[src/rtl/ps2_pkg.sv]
// Shared PS/2 definitions: transmitter state encoding, host command bytes,
// keyboard scan-code constants and the frame parity helper.
package ps2_pkg;

    // Host transmit state machine
    typedef enum logic [2:0] {
        ST_IDLE      = 3'd0,
        ST_INHIBIT   = 3'd1,
        ST_RTS       = 3'd2,
        ST_SHIFT     = 3'd3,
        ST_ACK       = 3'd4,
        ST_WAIT_IDLE = 3'd5
    } state_t;

    // Host-to-device command bytes
    localparam logic [7:0] CMD_RESET    = 8'hFF;
    localparam logic [7:0] CMD_SET_LEDS = 8'hED;
    localparam logic [7:0] CMD_ENABLE   = 8'hF4;
    localparam logic [7:0] CMD_RESEND   = 8'hFE;

    // Scan codes shared with the receive side
    localparam logic [7:0] SC_BREAK     = 8'hF0;
    localparam logic [7:0] SC_EXTENDED  = 8'hE0;
    localparam logic [7:0] SC_RIGHT     = 8'h74;
    localparam logic [7:0] SC_LEFT      = 8'h6B;

    // Bit slot index of the stop bit within the shifted part of the frame
    // (0..7 data, 8 parity, 9 stop)
    localparam logic [3:0] STOP_SLOT    = 4'd9;

    // Odd parity: the parity bit makes the total count of ones odd
    function automatic logic odd_parity(input logic [7:0] b);
        return ~^b;
    endfunction

endpackage

[src/rtl/ps2_sync_edge.sv]
// Two-flop synchronizers for the PS/2 clock and data pins plus a falling-edge
// detector on the synchronized clock. Shared by the transmit and receive paths.
// Both lines idle high, so every flop resets to 1 and no edge is seen on reset
// release.
module ps2_sync_edge (
    input  logic clk,
    input  logic rst_n,
    input  logic ps2_clk,
    input  logic ps2_data,
    output logic clk_sync,
    output logic data_sync,
    output logic clk_fall
);

    logic clk_meta;
    logic data_meta;
    logic clk_prev;

    // Resynchronize both pins and keep the previous synchronized clock value
    always_ff @(posedge clk or negedge rst_n) begin
        if (!rst_n) begin
            clk_meta  <= 1'b1;
            clk_sync  <= 1'b1;
            data_meta <= 1'b1;
            data_sync <= 1'b1;
            clk_prev  <= 1'b1;
        end else begin
            clk_meta  <= ps2_clk;
            clk_sync  <= clk_meta;
            data_meta <= ps2_data;
            data_sync <= data_meta;
            clk_prev  <= clk_sync;
        end
    end

    assign clk_fall = clk_prev & ~clk_sync;

endmodule

[src/rtl/ps2_host_tx.sv]
// PS/2 host-to-device transmitter. Inhibits the bus, issues a request-to-send,
// shifts the command byte LSB-first with odd parity on device clock falling
// edges, checks the device acknowledge and waits for the bus to go idle.
// Open-collector style outputs: an *_oe of 1 pulls the line low.
module ps2_host_tx
    import ps2_pkg::*;
#(
    parameter int INHIBIT_CYCLES = 5000,
    parameter int TIMEOUT_CYCLES = 1000000
) (
    input  logic       iCLK,
    input  logic       iRST_n,
    input  logic [7:0] iData,
    input  logic       iSend,
    input  logic       iPS2_clk,
    input  logic       iPS2_data,
    output logic       oPS2_clk_oe,
    output logic       oPS2_data_oe,
    output logic       oBusy,
    output logic       oDone,
    output logic       oErr
);

    localparam int               INH_W    = $clog2(INHIBIT_CYCLES + 1);
    localparam int               TO_W     = $clog2(TIMEOUT_CYCLES + 1);
    localparam logic [INH_W-1:0] INH_LAST = INH_W'(INHIBIT_CYCLES - 1);
    localparam logic [TO_W-1:0]  TO_LAST  = TO_W'(TIMEOUT_CYCLES - 1);

    state_t           state;
    logic [7:0]       tx_byte;
    logic             parity;
    logic [3:0]       bit_cnt;
    logic [INH_W-1:0] inh_cnt;
    logic [TO_W-1:0]  to_cnt;
    logic             drive_low;
    logic             done;
    logic             err;

    logic             clk_sync;
    logic             data_sync;
    logic             clk_fall;
    logic             bus_active;
    logic             timeout_hit;

    // Value carried in a given shifted slot: data LSB-first, parity, stop
    function automatic logic frame_bit(input logic [7:0] b, input logic p,
                                       input logic [3:0] slot);
        if (slot < 4'd8)
            return b[slot[2:0]];
        else if (slot == 4'd8)
            return p;
        else
            return 1'b1;
    endfunction

    ps2_sync_edge u_sync (
        .clk       (iCLK),
        .rst_n     (iRST_n),
        .ps2_clk   (iPS2_clk),
        .ps2_data  (iPS2_data),
        .clk_sync  (clk_sync),
        .data_sync (data_sync),
        .clk_fall  (clk_fall)
    );

    // States in which the device owns the clock and the timeout applies
    assign bus_active  = (state == ST_RTS) || (state == ST_SHIFT) ||
                         (state == ST_ACK) || (state == ST_WAIT_IDLE);
    assign timeout_hit = bus_active && (to_cnt == TO_LAST);

    // Device-clock watchdog: restarts on every falling edge, held at zero
    // until request-to-send begins
    always_ff @(posedge iCLK or negedge iRST_n) begin
        if (!iRST_n)
            to_cnt <= '0;
        else if (!bus_active || clk_fall || timeout_hit)
            to_cnt <= '0;
        else
            to_cnt <= to_cnt + 1'b1;
    end

    // Frame sequencing, bit shifting and completion pulses
    always_ff @(posedge iCLK or negedge iRST_n) begin
        if (!iRST_n) begin
            state     <= ST_IDLE;
            tx_byte   <= '0;
            parity    <= 1'b0;
            bit_cnt   <= '0;
            inh_cnt   <= '0;
            drive_low <= 1'b0;
            done      <= 1'b0;
            err       <= 1'b0;
        end else begin
            done <= 1'b0;
            err  <= 1'b0;
            if (timeout_hit) begin
                state     <= ST_IDLE;
                drive_low <= 1'b0;
                err       <= 1'b1;
            end else begin
                case (state)
                    ST_IDLE: begin
                        drive_low <= 1'b0;
                        if (iSend) begin
                            tx_byte <= iData;
                            parity  <= odd_parity(iData);
                            inh_cnt <= '0;
                            state   <= ST_INHIBIT;
                        end
                    end
                    ST_INHIBIT: begin
                        if (inh_cnt == INH_LAST) begin
                            drive_low <= 1'b1;          // start bit
                            state     <= ST_RTS;
                        end else begin
                            inh_cnt <= inh_cnt + 1'b1;
                        end
                    end
                    ST_RTS: begin
                        if (clk_fall) begin
                            bit_cnt   <= '0;
                            drive_low <= ~tx_byte[0];
                            state     <= ST_SHIFT;
                        end
                    end
                    ST_SHIFT: begin
                        if (clk_fall) begin
                            if (bit_cnt == STOP_SLOT) begin
                                drive_low <= 1'b0;
                                state     <= ST_ACK;
                            end else begin
                                bit_cnt   <= bit_cnt + 4'd1;
                                drive_low <= ~frame_bit(tx_byte, parity, bit_cnt + 4'd1);
                            end
                        end
                    end
                    ST_ACK: begin
                        if (clk_fall) begin
                            if (!data_sync) begin
                                state <= ST_WAIT_IDLE;
                            end else begin
                                err   <= 1'b1;
                                state <= ST_IDLE;
                            end
                        end
                    end
                    ST_WAIT_IDLE: begin
                        if (clk_sync && data_sync) begin
                            done  <= 1'b1;
                            state <= ST_IDLE;
                        end
                    end
                    default: begin
                        drive_low <= 1'b0;
                        state     <= ST_IDLE;
                    end
                endcase
            end
        end
    end

    assign oPS2_clk_oe  = (state == ST_INHIBIT);
    assign oPS2_data_oe = (state == ST_INHIBIT) ? (inh_cnt == INH_LAST)
                                                : (drive_low && ((state == ST_RTS) || (state == ST_SHIFT)));
    assign oBusy        = (state != ST_IDLE);
    assign oDone        = done;
    assign oErr         = err;

endmodule

[config.mk]
export PLATFORM = sky130hd
export DESIGN_NAME = ps2_host_tx
export DESIGN_NICKNAME = d
export VERILOG_FILES = /design/src/rtl/ps2_pkg.sv /design/src/rtl/ps2_sync_edge.sv /design/src/rtl/ps2_host_tx.sv
export SDC_FILE = /design/constraint.sdc
export NUM_CORES = 1
export LEC_CHECK = 0
export ABC_AREA = 1
export CAP_MARGIN = 15
export CELL_PAD_IN_SITES_DETAIL_PLACEMENT = 0
export CELL_PAD_IN_SITES_GLOBAL_PLACEMENT = 1
export CORE_MARGIN = 1.5
export CORE_UTILIZATION = 36
export CTS_BUF_LIST = sky130_fd_sc_hd__clkbuf_4 sky130_fd_sc_hd__clkbuf_8 sky130_fd_sc_hd__clkbuf_16
export DETAILED_ROUTE_END_ITERATION = 8
export MAX_ROUTING_LAYER = met4
export PLACE_DENSITY = 0.72
export SYNTH_ARGS = -nofsm -noshare
export SYNTH_HDL_FRONTEND = slang
export SYNTH_SLANG_ARGS = --single-unit
[constraint.sdc]
create_clock -name iCLK -period 2.9 [get_ports iCLK]
set_input_delay 0.725 -clock iCLK [delete_from_list [all_inputs] [get_ports iCLK]]
set_output_delay 0.725 -clock iCLK [all_outputs]
set_load 0.02 [all_outputs]
==> summary by stage, run 1 <==
Outcome
The flow ran to the end, and the final reports show no timing, DRC or antenna violations.

Worst setup path
The number of buffer and inverter instances along the worst setup path is 1. STA classifies the critical path startpoint as a register. The slowest stage of the critical path is the sky130_fd_sc_hd__dfrtp_1 cell. The most repeated library cell on the critical path is sky130_fd_sc_hd__nand2_1.

The signal arrival time at the worst endpoint is 1.92 ns. The signal on the critical path passes through ha_2 > nand2_1 > nor3_1 > nand4_1 > nand2_1 > dlygate4sd2_1. The critical path's largest stage delay is 0.43 ns.

The category of the worst setup path capture point is an output pin. The highest fanout seen on the critical path is 6. Among cell families on the critical path, the largest total delay comes from simple AND/OR/NAND/NOR gates. The required arrival time at the worst endpoint is 2.17 ns. The type of the worst setup path is register to output pin.

STA
Dividing the final minimum period by the clock period gives 0.911. In this run the tightest slew margin relative to its limit is 0.553. For the pin with the worst max-slew slack, the measured transition is 0.670 ns. The final-report max-slew violation count was 0.

The worst path in the final design needs a cycle of 2.64 ns, including I/O delays and setup. For the final database, setup skew stands at 0.0123 ns. The maximum clock frequency is 379 MHz. Setup repair after global routing left no endpoint under its margin. The count of endpoints failing setup in the final report is 0. The hold violation count in the final report is 0. Summed over all failing endpoints, the final setup total negative slack is 0 ns.

Placed design
Port buffering added 17 buffers. The half-perimeter wire length after placement is 5060 microns. The weighted congestion reported at the end of routability-driven placement is 0.823. After detailed placement, the total cell area comes to 3530 sq um.

Clock network
The clock tree synthesis step divided the H-tree into 3 levels. The clock edge transition at the registers on the reported setup and hold paths is 0.06 ns. The TritonCTS clock tree is done. Counting along the longest clock path gives a buffer depth of 2. The later pin in the worst-skew pair is clocked with a latency of 0.34 ns. The root buffer cell is sky130_fd_sc_hd__clkbuf_8. The TritonCTS sink count is 57. The post-CTS setup-driven buffer insertion count is 0.

The number of buffers created by CTS is 9.

Yosys
The cell count after synthesis came out at 414. After synthesis, the share of flip-flops with an asynchronous set or reset is 1.00. Yosys printed 0 warnings.

By count the netlist is led by sky130_fd_sc_hd__nand2_1 (102), sky130_fd_sc_hd__nor2_1 (56), sky130_fd_sc_hd__dfrtp_1 (52). The top cell type by total area after synthesis is sky130_fd_sc_hd__dfrtp_1. The most frequent cell after synthesis is sky130_fd_sc_hd__nand2_1. For this run, the register share of the synthesized area comes to 0.442. For this run, the leading register cell type out of synthesis is sky130_fd_sc_hd__dfrtp_1. The share of synthesized area in the top cell type comes to 0.401. Synthesis produced a netlist with a net count of 434. After synthesis the netlist holds a flip-flop and latch count of 57. The number of enable-type register cells in the synthesized netlist is 0. Sorting the synthesized cells by area gives the leading types as sky130_fd_sc_hd__dfrtp_1 (40%), sky130_fd_sc_hd__nand2_1 (12%), sky130_fd_sc_hd__nor2_1 (6.5%). After synthesis the cells add up to 3240 sq um. The number of library cell types mapped by synthesis is 32.

The mean instance size in the synthesized netlist is 7.83 sq um.

Min path
The path class of the tightest hold or removal check is register to register.

Detailed routing
The count of routing violations after the opening detailed-route iteration is 126. In the routed layout, each cell is associated on average with a via count of 4.78. In this run the remaining antenna-violating nets after routing total 0. The routed wire length is 6890 microns. After detailed routing, the average wire length per cell comes to 12.5 microns.

The residual DRC count is 0. The number of vias after detailed routing is 2636. The number of iterations in the first detailed-routing pass is 6.

Power
In this run the power density over the cells is 780 nW/um^2. The worst IR drop on VDD is 0.000321 V. The analysis attributes to cell leakage a power of 1.68 nW.

Finish
The number of antenna diodes in the final layout is 0. In the final layout, the share of cells above drive strength 1 is 0.0993. After the last flow step, the layout net total stands at 458. The layout has 863 filler cells. Relative to the synthesized area, the layout overhead comes to 15.2%. The final non-filler cell area is 3740 sq um.

Floorplan
Pin placement for this block handled 18 I/O pins. The die covers 9590 sq um. The die is 97.9 microns wide. The initialized floorplan defines 34 standard-cell rows. The effective utilization at floorplan is 0.372.

The area of the core is 8720 sq um. Measured along the y axis, the die boundary spans 97.9 microns.

GRT
Across every metal layer, demand over resource in global routing totals 0.162. The first global-routing pass estimated 12100 microns of wire. The via count of the first global-routing pass is 2606. Summed over all layers, the global routing overflow is 0. The initial antenna violation count is 0. The maximum number of pins on one net before global-route repair is 32.

Flow run
Across the run, the number of max-cap violations was 0.
registers in the layout, summed over array words and instances, names as in the netlist:
signal,count
state,3
oErr,1
parity,1
oDone,1
bit_cnt,4
drive_low,1
u_sync.clk_prev,1
to_cnt,20
u_sync.clk_meta,1
u_sync.data_meta,1
tx_byte,8
u_sync.data_sync,1
u_sync.clk_sync,1
inh_cnt,13
layer usage:
| layer | routed length, microns | up-vias | global-route usage |
|---|---|---|---|
| li1 | - | 1373 | - |
| met1 | 3450 | 1225 | 0.208 |
| met2 | 3150 | 28 | 0.251 |
| met3 | 169 | 10 | 0.0344 |
| met4 | 125 | 0 | 0.0604 |
| met5 | 0 | - | - |
logic make-up after synthesis:
group | Yosys count | synth area share
flip-flops | 57 | 0.442
AND/OR/NAND/NOR | 233 | 0.322
adder cells (fa/ha/maj) | 7 | 0.0270
AO/OA/AOI/OAI | 29 | 0.0498
buffers and inverters | 55 | 0.0706
XOR/XNOR | 33 | 0.0891
final timing paths:
| check | endpoint | from | slack [ns] | depth (start not counted) |
|---|---|---|---|---|
| max | oPS2_data_oe | inh_cnt[0] | 0.26 | 6 |
| min | u_sync.clk_sync | u_sync.clk_meta | 0.36 | 0 |
| max reg2reg | to_cnt[3] | state[1] | 0.67 | 9 |
| min reg2reg | u_sync.clk_sync | u_sync.clk_meta | 0.36 | 0 |
| max in group asynchronous | u_sync.data_sync | iRST_n | 1.81 | 2 |
| min in group asynchronous | inh_cnt[2] | iRST_n | 0.41 | 1 |
through the flow:
stage	cells	hold slack (ns)	power, mW	setup WS, ns	utilization
floorplan	414	0.345	1.88	0.970	-
global placement	535	0.346	2.16	0.394	0.405
detailed placement	535	0.350	2.16	0.320	0.405
CTS	551	0.359	2.95	0.253	0.429
global route	551	0.361	3.14	0.103	0.429
finish	551	0.358	2.91	0.259	0.429
layout by cell type, fill, tap and decap left out, drive strengths merged:
| master | n |
|---|---|
| a211oi | 1 |
| a21oi | 17 |
| buf | 4 |
| bufinv | 1 |
| clkbuf | 13 |
| clkdlybuf4s50 | 15 |
| clkinv | 3 |
| dfrtp | 52 |
| dfstp | 5 |
| dlygate4sd2 | 1 |
| ha | 7 |
| inv | 47 |
| nand2 | 105 |
| nand3 | 36 |
| nand3b | 1 |
| nand4 | 12 |
| nor2 | 61 |
| nor3 | 14 |
| nor3b | 3 |
| nor4 | 1 |
| o21ai | 7 |
| o31ai | 4 |
| xnor2 | 13 |
| xor2 | 20 |
worst register-to-register path: stages (launching register included):
cell                      delay (ns)
sky130_fd_sc_hd__dfrtp_1        0.49
sky130_fd_sc_hd__inv_2          0.10
sky130_fd_sc_hd__ha_1           0.31
sky130_fd_sc_hd__inv_1          0.07
sky130_fd_sc_hd__nand3_1        0.06
sky130_fd_sc_hd__nor2_1         0.18
sky130_fd_sc_hd__nand3_4        0.18
sky130_fd_sc_hd__nand3_1        0.40
sky130_fd_sc_hd__buf_4          0.26
sky130_fd_sc_hd__nor3b_1        0.06
timing repair:
action / 4_1_cts / 5_1_grt
resized for setup: 2 / 0
setup endpoints to repair: 1 / 0
hold buffers: 0 / 0
hold endpoints to repair: 0 / 0
power breakdown:
part | internal [mW] | leakage [nW] | switching [mW]
Combinational | 0.364 | 0.823 | 0.720
Sequential | 0.931 | 0.745 | 0.123
Clock | 0.460 | 0.110 | 0.315
Total | 1.76 | 1.68 | 1.16
final cells by class:
type	instances	area, sq um	share of cell area
clock buffer	13	166	0.0445
timing repair buffer	20	199	0.0532
sequential	57	1430	0.383
clock inverter	3	40.0	0.0107
inverter	48	180	0.0482
tap	108	135	0.0362
multi-input combinational	302	1580	0.424
(Power assumes the default switching activity.)
==> inputs of run 2 (changes only) <==
--- a/config.mk
+++ b/config.mk
@@ -15,6 +15,7 @@
 export DETAILED_ROUTE_END_ITERATION = 8
 export MAX_ROUTING_LAYER = met4
 export PLACE_DENSITY = 0.72
+export REMOVE_ABC_BUFFERS = 1
 export SYNTH_ARGS = -nofsm -noshare
 export SYNTH_HDL_FRONTEND = slang
 export SYNTH_SLANG_ARGS = --single-unit
==> run 2 against run 1 <==
Non-clock buffer count grew 1. Worst setup slack gained 0.032 ns. Largest cell class unchanged. Sequential share of layout area shrank 0.28 points. Critical path type unchanged. First-iteration DRC count shrank 17%.
==> summary by stage, run 2 (synthesis gave the netlist of run 1 again) <==
Worst setup path
The number of buffer and inverter instances along the worst setup path is 1 (unchanged). The largest delay contributor family on the critical path is simple AND/OR/NAND/NOR gates. The most repeated library cell on the critical path is sky130_fd_sc_hd__nand2_1. The worst reg2reg path endpoint is to_cnt[7].

The required arrival time at the worst endpoint came to 2.17 ns (about the same). The signal arrival time at the worst endpoint is 1.88 ns (-0.04 ns). The type of the worst setup path is register to output pin. The worst register-to-register path begins at state[1].

The highest fanout seen on the critical path came to 6 (unchanged). The logic depth of the worst register-to-register path was 9 (unchanged). The slowest stage cell on the critical path is sky130_fd_sc_hd__dfrtp_1. The category of the worst setup path capture point is an output pin. The critical path's largest stage delay is 0.42 ns (about the same). STA classifies the critical path startpoint as a register. Walking the worst path, the cells encountered are ha_2 > nand2_1 > nor3_1 > nand4_1 > nand2_1 > dlygate4sd2_1. The flop-to-flop setup slack is 0.74 ns (+0.07 ns).

Finish
The count of nets after finishing is 459 (+0.22%). The library cell used most frequently in the layout, excluding fill and tap cells, is sky130_fd_sc_hd__nand2_1. The layout-stage area growth over the synthesis result is 16.1%. The total of fill cells in the finished design is 888 (+2.9%). The largest register by flop count is to_cnt. Leaving out fill and tap cells, the most frequent cells in the layout are sky130_fd_sc_hd__nand2_1 (102), sky130_fd_sc_hd__nor2_1 (56), sky130_fd_sc_hd__dfrtp_1 (52). The final cell count without fillers is 552 (+0.18%). The fraction of layout instances using a drive strength above 1 is 0.101 (+0.00203).

The total inserted antenna cells was 0 (unchanged). The largest registers in the layout are to_cnt: 20 flops, inh_cnt: 13 flops, tx_byte: 8 flops. The number of flip-flops under the largest register name is 20 (unchanged).

Detailed routing
The residual DRC count is 0 (unchanged). The count of routing violations after the opening detailed-route iteration was 105 (-17%). The number of nets still failing antenna checks after routing is 0 (unchanged). The number of iterations in the first detailed-routing pass is 4 (-2). The routed wire length is 6870 microns (-0.39%). The routed wire length per instance is 12.4 microns (-0.57%). The mean number of vias per cell was 4.77 (-0.22%).

The number of vias after detailed routing is 2635 (-0.038%).

GRT
The global routing usage summed across all routing layers is 0.161 (-0.000575). The wire length of the first global-routing pass is 12200 microns (+0.22%). The initial antenna violation count is 0 (unchanged). The maximum number of pins on one net before global-route repair was 30 (-6.3%). The total congestion overflow is 0 (unchanged). The via count of the first global-routing pass is 2655 (+1.9%).

Floorplan
The area of the die is 9590 sq um (unchanged). The vertical extent of the die is 97.9 microns (unchanged). The effective utilization at floorplan is 0.372 (unchanged). The count of boundary I/O pins is 18 (unchanged). The area of the core came to 8720 sq um (unchanged). The width of the die is 97.9 microns (unchanged). The number of placement rows is 34 (unchanged).

STA
The worst clock skew on the final layout is 0.0125 ns (+0.000247 ns). The maximum clock frequency came to 383 MHz (+1.2%). The max-slew headroom at the worst pin was 0.562 (+0.00833). The slew of the pin with the lowest slew margin is 0.657 ns (-0.0125 ns). The share of the clock period used by the worst path came to 0.900 (-0.0111).

The final-report max-slew violation count is 0 (unchanged). The final total negative setup slack came to 0 ns (unchanged). The count of endpoints failing setup in the final report is 0 (unchanged).

The clock period minus final worst setup slack was 2.61 ns (-0.0320 ns). The hold violation count in the final report was 0 (unchanged). Setup repair after global routing left no endpoint under its margin.

Clock network
The number of buffers created by CTS was 9 (unchanged). The buffer depth of the longest clock path is 2 (unchanged). The H-tree depth is 3 (unchanged). The hold buffer count at cts is 0 (unchanged). The cell sitting at the root of the clock tree is a sky130_fd_sc_hd__clkbuf_8. The clock edge transition at the registers on the reported setup and hold paths is 0.08 ns (+0.02 ns).

TritonCTS built the clock tree. The TritonCTS sink count came to 57 (unchanged). The clock latency on the worst-skew pair is 0.34 ns (about the same).

Power
The reported leakage power is 1.68 nW (+0.27%). The power density relative to cell area is 797 nW/um^2 (+2.2%). The worst IR drop on VDD is 0.000319 V (-0.52%). The total power is 3.00 mW (+3.0%).

Min path
The hold path depth came to 0 (unchanged). The worst hold path begins at u_sync.clk_meta. The path with the worst hold slack has its endpoint at u_sync.clk_sync.

The worst min-delay path class is register to register.

Placed design
The number of cells after detailed placement is 536 (+0.19%). The weighted congestion reported at the end of routability-driven placement is 0.854 (+3.7%). The half-perimeter wire length after placement was 5100 microns (+0.91%). The quantity of I/O buffers inserted on ports is 17 (unchanged).

Flow run
The number of max-capacitance violations reported came to 0 (unchanged).

Outcome
The run finished with clean final reports.
## run 2: changes by cell type in the layout (fill, tap and decap cells not counted), sizes merged
cell	change
clkbuf	-4
buf	+1
bufinv	+1
clkinv	+1
clkinvlp	+1
inv	+1
## run 2: area by class of cell
cell class                 count  area (sq um)  share of cell area
inverter                      48           180              0.0479
multi-input combinational    302          1580               0.421
tap                          108           135              0.0359
sequential                    57          1430               0.381
clock inverter                 7           103              0.0273
clock buffer                   9           124              0.0329
timing repair buffer          21           206              0.0548
## run 2: repair_timing
item                       in CTS  in global routing
setup buffers                   0                  0
setup endpoints to repair       1                  0
gates resized for setup         2                  0
## run 2: where the power goes
group / internal [mW] / switching (mW)
clock network: 0.491 / 0.362
registers: 0.931 / 0.116
logic: 0.381 / 0.721
total: 1.80 / 1.20
## run 2: worst max-delay path by stage
| stage | startpoint | endpoint | slack (ns) | depth (start not counted) |
|---|---|---|---|---|
| finish | inh_cnt[0] | oPS2_data_oe | 0.29 | 6 |
| global route | inh_cnt[0] | oPS2_data_oe | 0.12 | 6 |
| CTS | inh_cnt[0] | oPS2_data_oe | 0.27 | 6 |
| detailed placement | inh_cnt[0] | oPS2_data_oe | 0.35 | 6 |
| global placement | inh_cnt[0] | oPS2_data_oe | 0.38 | 6 |
| floorplan | state[2] | oPS2_data_oe | 0.19 | 3 |
## run 2: layer usage
| layer | global-route usage | wire length, microns | vias to the layer above |
|---|---|---|---|
| met5 | - | 0 | - |
| met4 | 0.0495 | 69 | 0 |
| met3 | 0.0387 | 225 | 6 |
| met2 | 0.250 | 3170 | 34 |
| met1 | 0.209 | 3400 | 1223 |
| li1 | - | - | 1372 |
## run 2: metrics by stage
stage | area, sq um | hold slack (ns) | util | setup slack [ns]
2_1_floorplan | 3190 | 0.345 | - | 0.195
3_3_place_gp | 3540 | 0.349 | 0.406 | 0.377
3_5_place_dp | 3540 | 0.350 | 0.406 | 0.353
4_1_cts | 3760 | 0.361 | 0.432 | 0.272
5_1_grt | 3760 | 0.367 | 0.432 | 0.123
6_report | 3760 | 0.362 | 0.432 | 0.291
==> inputs of run 3 (changes only) <==
==> constraint.sdc (replaced) <==
create_clock -name iCLK -period 2.48 [get_ports iCLK]
set_input_delay 0.62 -clock iCLK [delete_from_list [all_inputs] [get_ports iCLK]]
set_output_delay 0.62 -clock iCLK [all_outputs]
set_load 0.02 [all_outputs]
==> run 3 against run 2 <==
Total power increased by 12%. Cell count increased by 1.3%. First-iteration DRC count increased by 8.6%. Non-clock buffer count increased by 7. Core utilization increased by 0.057 points. Global-route usage increased by 0.30 points. Via count increased by 0.15%. Worst hold slack got worse by 0.21 ns. Clock skew increased by 0.0028 ns. Largest cell class unchanged.
==> summary by stage, run 3 (synthesis gave the netlist of run 1 again) <==
Clock network
The clock latency on the worst-skew pair came to 0.34 ns (about the same). The H-tree depth is 3 (unchanged). TritonCTS built the clock tree. The clock edge transition at the registers on the reported setup and hold paths is 0.08 ns (about the same). The post-CTS resize count is 2 (unchanged). The number of buffers created by CTS is 9 (unchanged).

The buffer depth of the longest clock path came to 2 (unchanged). The hold buffer count at cts was 0 (unchanged). The root buffer cell chosen for the clock tree is sky130_fd_sc_hd__clkbuf_8. The post-CTS setup-driven buffer insertion count was 0 (unchanged). The TritonCTS sink count is 57 (unchanged).

Power
The worst IR drop on VDD came to 0.000320 V (+0.13%). The reported leakage power is 1.70 nW (+0.79%). The total power is 3.36 mW (+12%).

The power density relative to cell area was 892 nW/um^2 (+12%).

STA
The slew of the pin with the lowest slew margin came to 0.373 ns (-0.285 ns). Derived from the worst setup path, the maximum achievable clock frequency is 419 MHz. The count of endpoints failing setup in the final report was 0 (unchanged). The final total negative setup slack was 0 ns (unchanged).

The final-report max-slew violation count is 0 (unchanged). Setup repair after global routing left no endpoint under its margin. The worst path setup slack after routing came to 0.0919 ns (-0.199 ns). The share of the clock period used by the worst path is 0.963. The worst clock skew on the final layout is 0.0154 ns (+0.00283 ns). The clock period minus final worst setup slack is 2.39 ns.

The max-slew headroom at the worst pin is 0.749 (+0.187). The hold violation count in the final report was 0 (unchanged).

Detailed routing
The count of routing violations after the opening detailed-route iteration is 114 (+8.6%). The residual DRC count is 0 (unchanged). The mean number of vias per cell is 4.72 (-1.1%). The routed length on met2 is 3170 microns (about the same). The uppermost layer routed is met4. The sum of met3 wire segment lengths after detailed routing is 154 microns (-32%). The routed wire length is 6930 microns (+0.93%). The number of vias after detailed routing is 2639 (+0.15%). The number of nets still failing antenna checks after routing is 0 (unchanged).

The detailed-routing wirelength on met1 is 3510 microns (+3.3%). The routed wire length per instance came to 12.4 microns (-0.33%). The number of iterations in the first detailed-routing pass came to 4 (unchanged).

GRT
The total congestion overflow is 0 (unchanged). The initial antenna violation count is 0 (unchanged). The via count of the first global-routing pass came to 2669 (+0.53%). The maximum number of pins on one net before global-route repair is 30 (unchanged).

The wire length of the first global-routing pass is 12400 microns (+2.2%). The global routing usage summed across all routing layers is 0.164 (+0.00297).

Flow run
The number of max-capacitance violations reported is 0 (unchanged).

Placed design
The weighted congestion reported at the end of routability-driven placement came to 0.835 (-2.2%). The half-perimeter wire length after placement is 5150 microns (+0.96%). The pre-CTS worst setup slack is 0.111 ns (-0.242 ns).

The number of cells after detailed placement is 543 (+1.3%). The quantity of I/O buffers inserted on ports is 17 (unchanged).

Floorplan
The area of the die is 9590 sq um (unchanged). The area of the core came to 8720 sq um (unchanged). The number of placement rows is 34 (unchanged). The effective utilization at floorplan is 0.372 (unchanged).

The width of the die was 97.9 microns (unchanged). The vertical extent of the die came to 97.9 microns (unchanged). The count of boundary I/O pins is 18 (unchanged).

Finish
The most common cell after layout, fill and taps aside is sky130_fd_sc_hd__nand2_1. The total inserted antenna cells is 0 (unchanged). In the final layout, the registers with the most flip-flops are to_cnt: 20 flops, inh_cnt: 13 flops, tx_byte: 8 flops.

The number of flip-flops under the largest register name was 20 (unchanged). The largest register by flop count is to_cnt. The final cell count without fillers is 559 (+1.3%). The fraction of layout instances using a drive strength above 1 was 0.118 (+0.0162). The count of nets after finishing is 466 (+1.5%).

The fraction of the core area covered by cells at the end of the flow is 0.432 (+0.000574). In the layout the commonest cells are sky130_fd_sc_hd__nand2_1 (102), sky130_fd_sc_hd__nor2_1 (56), sky130_fd_sc_hd__dfrtp_1 (52). The layout-stage area growth over the synthesis result is 16.2%.

Min path
The worst min-delay path class is input port to asynchronous set/reset pin.

Worst setup path
The highest fanout seen on the critical path is 11 (+5). The critical path is of the register to output pin type. The required arrival time at the worst endpoint is 1.86 ns (-0.31 ns). STA classifies the critical path endpoint as an output pin. The signal arrival time at the worst endpoint is 1.77 ns (-0.11 ns). The nature of the critical path startpoint is a register.

Outcome
The flow ran to the end, and the final reports show no timing, DRC or antenna violations.
[run 3: critical path, cell delays in order (launching register included)]
cell	delay, ns
sky130_fd_sc_hd__dfrtp_1	0.40
sky130_fd_sc_hd__inv_1	0.08
sky130_fd_sc_hd__nor3_1	0.13
sky130_fd_sc_hd__buf_4	0.21
sky130_fd_sc_hd__clkdlybuf4s50_1	0.62
[run 3: worst paths after layout]
check                                 start                to  slack, ns  cells past startpoint
min reg2reg                u_sync.data_meta  u_sync.data_sync       0.35                      0
max                                state[0]       oPS2_clk_oe       0.09                      4
min                                  iRST_n        bit_cnt[1]       0.15                      1
max reg2reg                        state[1]        inh_cnt[2]       0.58                     11
max in group asynchronous            iRST_n        to_cnt[18]       1.75                      2
min in group iCLK          u_sync.data_meta  u_sync.data_sync       0.35                      0
[run 3: final cells by class]
type,instances,area (sq um)
Clock buffer,9,124
Clock inverter,7,53.8
Fill cell,886,4950
Inverter,48,180
Multi-Input combinational cell,302,1590
Sequential cell,57,1430
Tap cell,108,135
Timing Repair Buffer,28,258
[run 3: power by group]
group,switching (mW),internal [mW]
sequential,0.106,1.09
combinational,0.895,0.491
clock,0.413,0.368
[run 3: per-stage QoR]
| step | area [sq um] | hold WS (ns) |
|---|---|---|
| 6_report | 3770 | 0.155 |
| 5_1_grt | 3770 | 0.155 |
| 3_3_place_gp | 3590 | 0.346 |
| 3_5_place_dp | 3590 | 0.347 |
| 4_1_cts | 3770 | 0.149 |
| 2_1_floorplan | 3190 | 0.324 |
[run 3: metal layers]
| layer | track usage | vias up |
|---|---|---|
| met2 | 0.251 | 19 |
| met4 | 0.0484 | 0 |
| li1 | - | 1391 |
| met5 | - | - |
| met3 | 0.0372 | 8 |
| met1 | 0.218 | 1221 |
